## src/rtl/airi5c_itof_converter.sv

```systemverilog
// Integer to binary32 converter (fcvt.s.w / fcvt.s.wu): two-stage pipeline
// with the rounding logic working directly on the stage-2 registers.
module airi5c_itof_converter (
    input  logic        clk,
    input  logic        n_reset,
    input  logic        kill,
    input  logic        load,
    input  logic        op_cvtif,
    input  logic        op_cvtuf,
    input  logic [2:0]  rm,
    input  logic [31:0] int_in,
    output logic [31:0] float_out,
    output logic        IE,
    output logic        ready
);

    localparam int unsigned XLEN  = 32;
    localparam int unsigned MAN_W = 24;
    localparam int unsigned LZ_W  = 5;

    localparam logic [2:0] FPU_RM_RTZ = 3'b001;
    localparam logic [2:0] FPU_RM_RDN = 3'b010;
    localparam logic [2:0] FPU_RM_RUP = 3'b011;
    localparam logic [2:0] FPU_RM_RMM = 3'b100;

    // stage 1
    logic              v1;
    logic              sgn1;
    logic [XLEN-1:0]   mag1;
    logic [2:0]        rm1;
    logic              zero1;

    // stage 2
    logic              v2;
    logic              sgn2;
    logic [7:0]        exp2;
    logic [MAN_W-1:0]  man2;
    logic              round2;
    logic              sticky2;
    logic [2:0]        rm2;
    logic              zero2;

    logic [LZ_W-1:0]   lz;
    logic [XLEN-1:0]   norm;
    logic              clear;
    logic              sgn_in;

    logic              round_up;
    logic [MAN_W:0]    man_rnd;

    assign clear  = kill || (load && !op_cvtif && !op_cvtuf);
    assign sgn_in = op_cvtif & int_in[31];
    assign ready  = v2;

    // Leading-zero count of the stage-1 magnitude; the highest set bit wins.
    always_comb begin
        lz = '0;
        for (int i = 0; i < XLEN; i++) begin
            if (mag1[i]) lz = LZ_W'(XLEN - 1 - i);
        end
        norm = mag1 << lz;
    end

    always_ff @(posedge clk or negedge n_reset) begin
        if (!n_reset) begin
            v1      <= 1'b0;
            sgn1    <= 1'b0;
            mag1    <= '0;
            rm1     <= '0;
            zero1   <= 1'b0;
            v2      <= 1'b0;
            sgn2    <= 1'b0;
            exp2    <= '0;
            man2    <= '0;
            round2  <= 1'b0;
            sticky2 <= 1'b0;
            rm2     <= '0;
            zero2   <= 1'b0;
        end else if (clear) begin
            v1      <= 1'b0;
            sgn1    <= 1'b0;
            mag1    <= '0;
            rm1     <= '0;
            zero1   <= 1'b0;
            v2      <= 1'b0;
            sgn2    <= 1'b0;
            exp2    <= '0;
            man2    <= '0;
            round2  <= 1'b0;
            sticky2 <= 1'b0;
            rm2     <= '0;
            zero2   <= 1'b0;
        end else if (load) begin
            // A new load abandons anything older still in flight.
            v1    <= 1'b1;
            sgn1  <= sgn_in;
            mag1  <= sgn_in ? (~int_in + XLEN'(1)) : int_in;
            rm1   <= rm;
            zero1 <= (int_in == '0);
            v2    <= 1'b0;
        end else begin
            v1 <= 1'b0;
            v2 <= v1;
            if (v1) begin
                sgn2    <= sgn1;
                exp2    <= 8'd158 - 8'(lz);
                man2    <= norm[31:8];
                round2  <= norm[7];
                sticky2 <= |norm[6:0];
                rm2     <= rm1;
                zero2   <= zero1;
            end
        end
    end

    // Rounding decision; unused encodings fall back to RNE.
    always_comb begin
        case (rm2)
            FPU_RM_RTZ: round_up = 1'b0;
            FPU_RM_RDN: round_up = sgn2 & (round2 | sticky2);
            FPU_RM_RUP: round_up = !sgn2 & (round2 | sticky2);
            FPU_RM_RMM: round_up = round2;
            default:    round_up = round2 & (sticky2 | man2[0]);
        endcase
        man_rnd = {1'b0, man2} + (MAN_W + 1)'(round_up);
    end

    always_comb begin
        float_out = '0;
        IE        = 1'b0;
        if (!zero2) begin
            IE = round2 | sticky2;
            if (man_rnd[MAN_W])
                float_out = {sgn2, exp2 + 8'd1, 23'd0};
            else
                float_out = {sgn2, exp2, man_rnd[22:0]};
        end
    end

endmodule

```

## config.mk

```make
export PLATFORM = sky130hd
export DESIGN_NAME = airi5c_itof_converter
export DESIGN_NICKNAME = d
export VERILOG_FILES = /design/src/rtl/airi5c_itof_converter.sv
export SDC_FILE = /design/constraint.sdc
export NUM_CORES = 1
export LEC_CHECK = 0
export ABC_AREA = 1
export CORE_UTILIZATION = 45
export CTS_CLUSTER_DIAMETER = 30
export DETAILED_ROUTE_END_ITERATION = 16
export GPL_TIMING_DRIVEN = 0
export PLACE_DENSITY = 0.69
export SLEW_MARGIN = 10
export SYNTH_ARGS = -nofsm -noshare
export SYNTH_HDL_FRONTEND = slang
export SYNTH_SLANG_ARGS = --single-unit
```

## constraint.sdc

```tcl
create_clock -name clk -period 4.2 [get_ports clk]
set_input_delay 0.84 -clock clk [delete_from_list [all_inputs] [get_ports clk]]
set_output_delay 0.84 -clock clk [all_outputs]
set_load 0.02 [all_outputs]
```

==> metrics.yaml, run 1 <==
run_status:
  outcome: "finished, violations left"
  violations: "setup timing"
flow_run:
  cap_violations: 0
clocking:
  worstSkewPairLatency_ns: 0.36
  cts_tree: "yes"
  h-tree-depth: 3
  root_buffer: "clkbuf_16"
  numCtsBuffers: 9
  clockBufferDepth: 2
  path_clk_slew_ns: 0.07
  postCtsHoldBufs: 0
  clock_sinks: 78
placed_design:
  post-place-ws_ns: -1.15
  routabilityCongestion: 1.01
  place_area_um2: 7350
  dp_cells: 1271
  portBuffers: 74
  hpwl_um: 17100
logic_synthesis:
  synthDistinctLibCells: 45
  yosys_warnings: 0
  ys_seq_elements: 78
  syn_area_um2: 6360
  synth_top_cells_by_area: "dfrtp_1 (31%), nand2_1 (17%), nand3_1 (12%), inv_1 (5.8%), nor2_1 (5.5%)"
  syn_nets: 1062
  synthTopCellsByCount: "nand2_1 (290), nand3_1 (153), inv_1 (99)"
  synth_area_leader_cell: "dfrtp_1"
  yosys_most_used_dff: "dfrtp_1"
  avgSynthCellArea_um2: 6.26
  synth_top_area_share_pct: 30.7
  ys_seq_area_share_pct: 30.7
  synthCells: 1016
  post-synth-top-count-cell: "nand2_1"
  synth-edff-count: 0
  async_flop_share_pct: 100
final_layout:
  n_antenna_cell: 0
  design_area_um2: 8290
  fin_cells: 1348
  nFillCells: 1360
  layout-drive-gt1-share_pct: 15.4
  final_nets: 1209
  syn_to_final_growth_pct: 30.4
sta:
  report.final.slew_viol_count: 0
  fin_ws_ns: -0.674
  fin_crit_ns: 4.87
  setup_viol: 21
  post-route-period-util_pct: 116
  max_freq_ghz: 0.205
  worstMarginPinSlew_ns: 0.772
  rsz0062_at_grt: "yes"
  whs_ns: 0.423
  final-hold-violation-count: 0
  relSlewSlack_pct: 48.5
  skew_ns: 0.0133
floorplan:
  fp.coreArea_um2: 13800
  io_pins: 75
  die_y_um: 121
  rows: 43
  start_util_pct: 46.0
  die_width_um: 121
  die-area_um2: 14600
worst_setup_path:
  crit_arrival_ns: 4.03
  path_class: "reg -> out"
  worstSetupEndpointType: "output pin"
  crit_path_max_fanout: 3
  critical_path.startpoint_type: "register"
  required_ns: 3.36
grt:
  grt_max_degree: 46
  grt_pass1_wl_um: 36300
  grtUsageTotal_pct: 32.4
  overflow: 0
  grt_pass1_vias: 7014
  antenna_found_initial: 0
drt:
  dr.first_iter.drc_count: 552
  vias_per_cell: 5.57
  wl_per_cell_um: 16.8
  drt_pass1_iterations: 7
  remaining_drc_errors: 0
  detail-route-antenna-nets: 0
  dr_total_vias: 7513
  wl_um: 22700
pwr:
  power_density_nw_per_um2: 408
  power_mw: 3.38
  max-vdd-ir-drop_mv: 0.232
  power.leakage_nw: 3.95
worst_hold_path:
  min_path_type: "in -> async"
==> registers in the layout, summed over array words and instances (netlist names) <==
register  cells
exp2          8
mag1         32
man2         24
ready         1
rm1           3
rm2           3
round2        1
sgn1          1
sgn2          1
sticky2       1
v1            1
zero1         1
zero2         1
==> routing by layer <==
layer	global-route usage, %	routed length (um)	vias to the layer above
met5	0	0	-
li1	-	-	3720
met3	4.75	1300	74
met1	41.3	9730	3414
met4	20.0	1260	0
met2	51.6	10400	305
==> repair_timing <==
action	4_1_cts	5_1_grt
buffers inserted	47	19
pin swaps	19	25
setup endpoints to repair	26	34
resized for setup	145	60
==> cell type report <==
cell class,instances,area [um^2],share of cell area [%]
clock buffer,10,229,2.76
buffer,39,203,2.44
clock inverter,6,92.6,1.12
tap,180,225,2.72
timing repair buffer,136,1140,13.8
inverter,105,394,4.75
sequential,78,1950,23.5
multi-input combinational,794,4050,48.9
==> report_power, final <==
| group | switching (mW) | internal (mW) | leakage, nW |
|---|---|---|---|
| Clock | 0.342 | 0.525 | 0.150 |
| Sequential | 0.113 | 0.850 | 1.04 |
| Combinational | 1.04 | 0.509 | 2.77 |
==> layout by cell type (no fill, tap or decap), drive strengths merged, types with 2 or more instances in the layout <==
master	count
dfrtp	78
nor2	94
ha	5
clkinv	3
o41ai	2
a31o	2
a21oi	38
nor3	36
buf	101
clkinvlp	2
o21ai	72
clkbuf	39
nand2	298
bufinv	2
inv	104
o311ai	2
o32ai	4
xor2	6
o21bai	2
nor3b	12
o22ai	30
clkdlybuf4s50	44
nand3	155
xnor2	5
o211ai	8
nand4	8
nor4	6
==> cells by family after synthesis <==
kind of cell    Yosys count  share of synthesized area [%]
simple gates            612                           42.2
compound gates          166                           15.4
buf+inv                 144                           9.21
flops                    78                           30.7
xor+xnor                 11                           1.52
fa+ha+maj                 5                          0.984
==> path summary, 6_finish.rpt <==
| path | from | slack, ns | to | depth (start not counted) |
|---|---|---|---|---|
| worst max-delay path | rm2[0]$_DFFE_PN0P_ | -0.67 | float_out[30] | 24 |
| worst min-delay path | n_reset | 0.42 | mag1[17]$_DFFE_PN0P_ | 1 |
| worst max register to register | mag1[0]$_DFFE_PN0P_ | 0.75 | sticky2$_DFFE_PN0P_ | 22 |
| worst min register to register | zero1$_DFFE_PN0P_ | 0.51 | zero1$_DFFE_PN0P_ | 2 |
| max in group asynchronous | n_reset | 3.20 | rm1[1]$_DFFE_PN0P_ | 2 |
| min in group clk | zero1$_DFFE_PN0P_ | 0.51 | zero1$_DFFE_PN0P_ | 2 |
==> critical path: stages (launching register included) <==
cell and delay, ns:
dfrtp_1 0.42, xnor2_2 0.15, o41ai_2 0.35, ha_2 0.27, ha_4 0.15, nand3_4 0.08
nor3_4 0.17, nand2_2 0.11, nor2_4 0.11, nand2_2 0.08, nor3_4 0.15, nand4_1 0.15
nor2_2 0.14, nand3_2 0.11, nor2_4 0.12, nand2_2 0.08, nor2_4 0.10, inv_2 0.05
nor4_4 0.16, nand2_1 0.11, nor2_1 0.11, nand2_1 0.07, a21oi_1 0.14, o21a_1 0.16
buf_6 0.12
==> through the flow <==
| stage | utilization (%) | setup TNS [ns] |
|---|---|---|
| floorplan | - | 0 |
| finish | 60.0 | -7.27 |
| CTS | 58.3 | -5.02 |
| detailed placement | 53.2 | -9.68 |
| global placement | 53.0 | -46.03 |
| global route | 60.0 | -12.71 |
Note: power is estimated with default switching activity, not from simulation.
==> run 2: changes to the inputs <==
--- a/config.mk
+++ b/config.mk
@@ -10,8 +10,8 @@
 export CTS_CLUSTER_DIAMETER = 30
 export DETAILED_ROUTE_END_ITERATION = 16
 export GPL_TIMING_DRIVEN = 0
+export HOLD_SLACK_MARGIN = 0.08
 export PLACE_DENSITY = 0.69
-export SLEW_MARGIN = 10
 export SYNTH_ARGS = -nofsm -noshare
 export SYNTH_HDL_FRONTEND = slang
 export SYNTH_SLANG_ARGS = --single-unit
==> results of run 2 <==
The final DEF is identical to that of run 1; final timing and power are the same.
==> run 3: changes to the inputs <==
--- a/config.mk
+++ b/config.mk
@@ -5,13 +5,14 @@
 export SDC_FILE = /design/constraint.sdc
 export NUM_CORES = 1
 export LEC_CHECK = 0
-export ABC_AREA = 1
+export ABC_CLOCK_PERIOD_IN_PS = 4200
 export CORE_UTILIZATION = 45
 export CTS_CLUSTER_DIAMETER = 30
 export DETAILED_ROUTE_END_ITERATION = 16
 export GPL_TIMING_DRIVEN = 0
 export HOLD_SLACK_MARGIN = 0.08
-export PLACE_DENSITY = 0.69
+export PLACE_DENSITY = 0.68
+export REMOVE_ABC_BUFFERS = 1
 export SYNTH_ARGS = -nofsm -noshare
 export SYNTH_HDL_FRONTEND = slang
 export SYNTH_SLANG_ARGS = --single-unit
==> run 3 against run 2 <==
Compared with the run above: the flow still finishes with violations (setup timing); register-to-register slack got worse by 0.64 ns; total power shrank 9.7%; first-iteration DRC count grew 29%; global-route usage fell by 5.6 points; fmax increased by 15%; critical path type unchanged; critical endpoint is now float_out[27]; largest power group unchanged.
==> metrics.yaml, run 3 <==
sta:
  post-route-period-util_pct: 101
  worstMarginPinSlew_ns: 1.15
  fin_ws_ns: -0.0524
  rsz0062_at_grt: "yes"
  setup_viol: 2
  relSlewSlack_pct: 23.0
  fin_crit_ns: 4.25
  report.final.slew_viol_count: 0
  max_freq_ghz: 0.235
  skew_ns: 0.0135
  final-hold-violation-count: 0
floorplan:
  die_y_um: 126
  start_util_pct: 45.8
  die_width_um: 126
  die-area_um2: 15900
  rows: 45
  io_pins: 75
  fp.coreArea_um2: 15100
grt:
  grt_max_degree: 45
  grt_pass1_wl_um: 34100
  overflow: 0
  grtUsageTotal_pct: 26.8
  grt_pass1_vias: 6371
  antenna_found_initial: 0
logic_synthesis:
  synth_area_leader_cell: "dfrtp_1"
  yosys_most_used_dff: "dfrtp_1"
  yosys_warnings: 0
  ys_seq_elements: 78
  ys_seq_area_share_pct: 28.1
  avgSynthCellArea_um2: 7.78
  synth_top_area_share_pct: 28.1
  synth-edff-count: 0
  synthCells: 892
  synth_top_cells_by_area: "dfrtp_1 (28%), nor2_1 (5.9%), nand2_1 (5.0%), o21ai_0 (3.8%), xnor2_1 (3.7%)"
  post-synth-top-count-cell: "nor2_1"
  synthTopCellsByCount: "nor2_1 (109), nand2_1 (92), dfrtp_1 (78)"
  async_flop_share_pct: 100
  syn_area_um2: 6940
  synthDistinctLibCells: 80
pwr:
  max-vdd-ir-drop_mv: 0.183
  power.leakage_nw: 3.28
  power_density_nw_per_um2: 377
final_layout:
  layout-drive-gt1-share_pct: 13.0
  final_util_pct: 53.4
  final_cell_mix: "nor2_1 (104), nand2_1 (91), dfrtp_1 (78)"
  layout_commonest_cell: "nor2_1"
  fin_cells: 1108
  reg.largest.list: "mag1 (32), man2 (24), exp2 (8)"
  syn_to_final_growth_pct: 16.7
  n_antenna_cell: 0
  design_area_um2: 8090
  final_nets: 961
  largest_reg_flops: 32
  top_register: "mag1"
drt:
  dr_total_vias: 6922
  drt_pass1_iterations: 5
  wl_per_cell_um: 18.6
  dr.first_iter.drc_count: 713
  detail-route-antenna-nets: 0
  vias_per_cell: 6.25
  wl_um: 20600
  remaining_drc_errors: 0
clocking:
  numCtsBuffers: 9
  clockBufferDepth: 2
  cts_tree: "yes"
  root_buffer: "clkbuf_16"
  clock_sinks: 78
  h-tree-depth: 3
  path_clk_slew_ns: 0.06
  worstSkewPairLatency_ns: 0.36
worst_setup_path:
  path_class: "reg -> out"
  critPathBufInv: 1
  slowest_delay_ns: 0.41
  reg2reg_slack_ns: 0.11
  worstSetupEndpointType: "output pin"
  required_ns: 3.36
  crit_family: "simple AND/OR/NAND/NOR gates"
  crit_path_max_fanout: 5
  crit_arrival_ns: 3.41
  critical_path.startpoint_type: "register"
  slowest_stage: "dfrtp_1"
  crit_chain: "xnor2_1, nor3b_2, a21oi_1, nor2_2, ha_4, ha_4, and3_4, nand4_1, nor4_4, and3_4, nand2_4, or3_1, a21oi_2, buf_6"
placed_design:
  post-place-ws_ns: -1.18
  dp_cells: 1081
  portBuffers: 74
  place_area_um2: 7660
  hpwl_um: 14900
  routabilityCongestion: 0.926
run_status:
  violations: "setup timing"
  outcome: "finished, violations left"
worst_hold_path:
  min_path_type: "in -> async"
flow_run:
  cap_violations: 0
-- run 3: cell types whose count changed after synthesis, moves of 23 or more --
cell	delta
nand2_1	-198
o22ai_1	-24
xor2_1	+23
xnor2_1	+24
nand3_1	-134
inv_1	-77
-- run 3: cells by family (layout without fill, tap and decap cells) --
group,Yosys count,in the layout,synth area share (%)
AOI/OAI and AO/OA,282,282,28.8
buffers and inverters,104,132,6.37
xor gates and xnor gates,58,58,7.32
DFF,78,78,28.1
adders and majority gates,5,5,0.902
and+or+nand+nor,333,333,23.5
muxes,32,32,4.98
-- run 3: path summary, 6_finish.rpt --
check | startpoint | endpoint | depth (start not counted)
hold reg to reg | man2[23]$_DFFE_PN0P_ | man2[23]$_DFFE_PN0P_ | 2
max in group asynchronous | n_reset | rm1[1]$_DFFE_PN0P_ | 2
setup reg to reg | mag1[24]$_DFFE_PN0P_ | man2[19]$_DFFE_PN0P_ | 8
setup / recovery | rm2[0]$_DFFE_PN0P_ | float_out[27] | 14
hold / removal | n_reset | mag1[0]$_DFFE_PN0P_ | 1
min in group clk | man2[23]$_DFFE_PN0P_ | man2[23]$_DFFE_PN0P_ | 2
-- run 3: per-layer routing --
| layer | wire length, um | track usage [%] | share of wire [%] |
|---|---|---|---|
| met5 | 0 | 0 | 0 |
| met4 | 607 | 12.0 | 2.9 |
| met3 | 1330 | 4.16 | 6.5 |
| met2 | 9220 | 41.6 | 45 |
| met1 | 9440 | 36.7 | 46 |
-- run 3: final cells by class --
type / count / area [um^2]
Clock buffer: 10 / 229
Clock inverter: 6 / 92.6
Fill cell: 1472 / 7050
Inverter: 24 / 96.3
Multi-Input combinational cell: 710 / 4690
Sequential cell: 78 / 1950
Tap cell: 188 / 235
Timing Repair Buffer: 92 / 800
-- run 3: through the flow --
| stage | hold WS [ns] | power (mW) | setup TNS (ns) |
|---|---|---|---|
| floorplan | 0.442 | 1.72 | -18.37 |
| global placement | 0.463 | 2.14 | -141.91 |
| detailed placement | 0.468 | 2.17 | -42.98 |
| CTS | 0.453 | 3.02 | -0.186 |
| global route | 0.470 | 3.20 | -1.13 |
| finish | 0.431 | 3.05 | -0.0841 |
-- run 3: power by group --
group / internal [mW] / switching [mW] / leakage (nW)
clock network: 0.525 / 0.340 / 0.150
registers: 0.801 / 0.109 / 1.06
logic: 0.453 / 0.825 / 2.07
-- run 3: repair_timing --
item                                    in CTS  in global routing
pin swaps                                   12                  4
resized for setup                           72                 56
setup buffers                                6                  5
gates cloned                                 0                  0
hold buffers                                 0                  0
endpoints found under the setup margin      65                 35
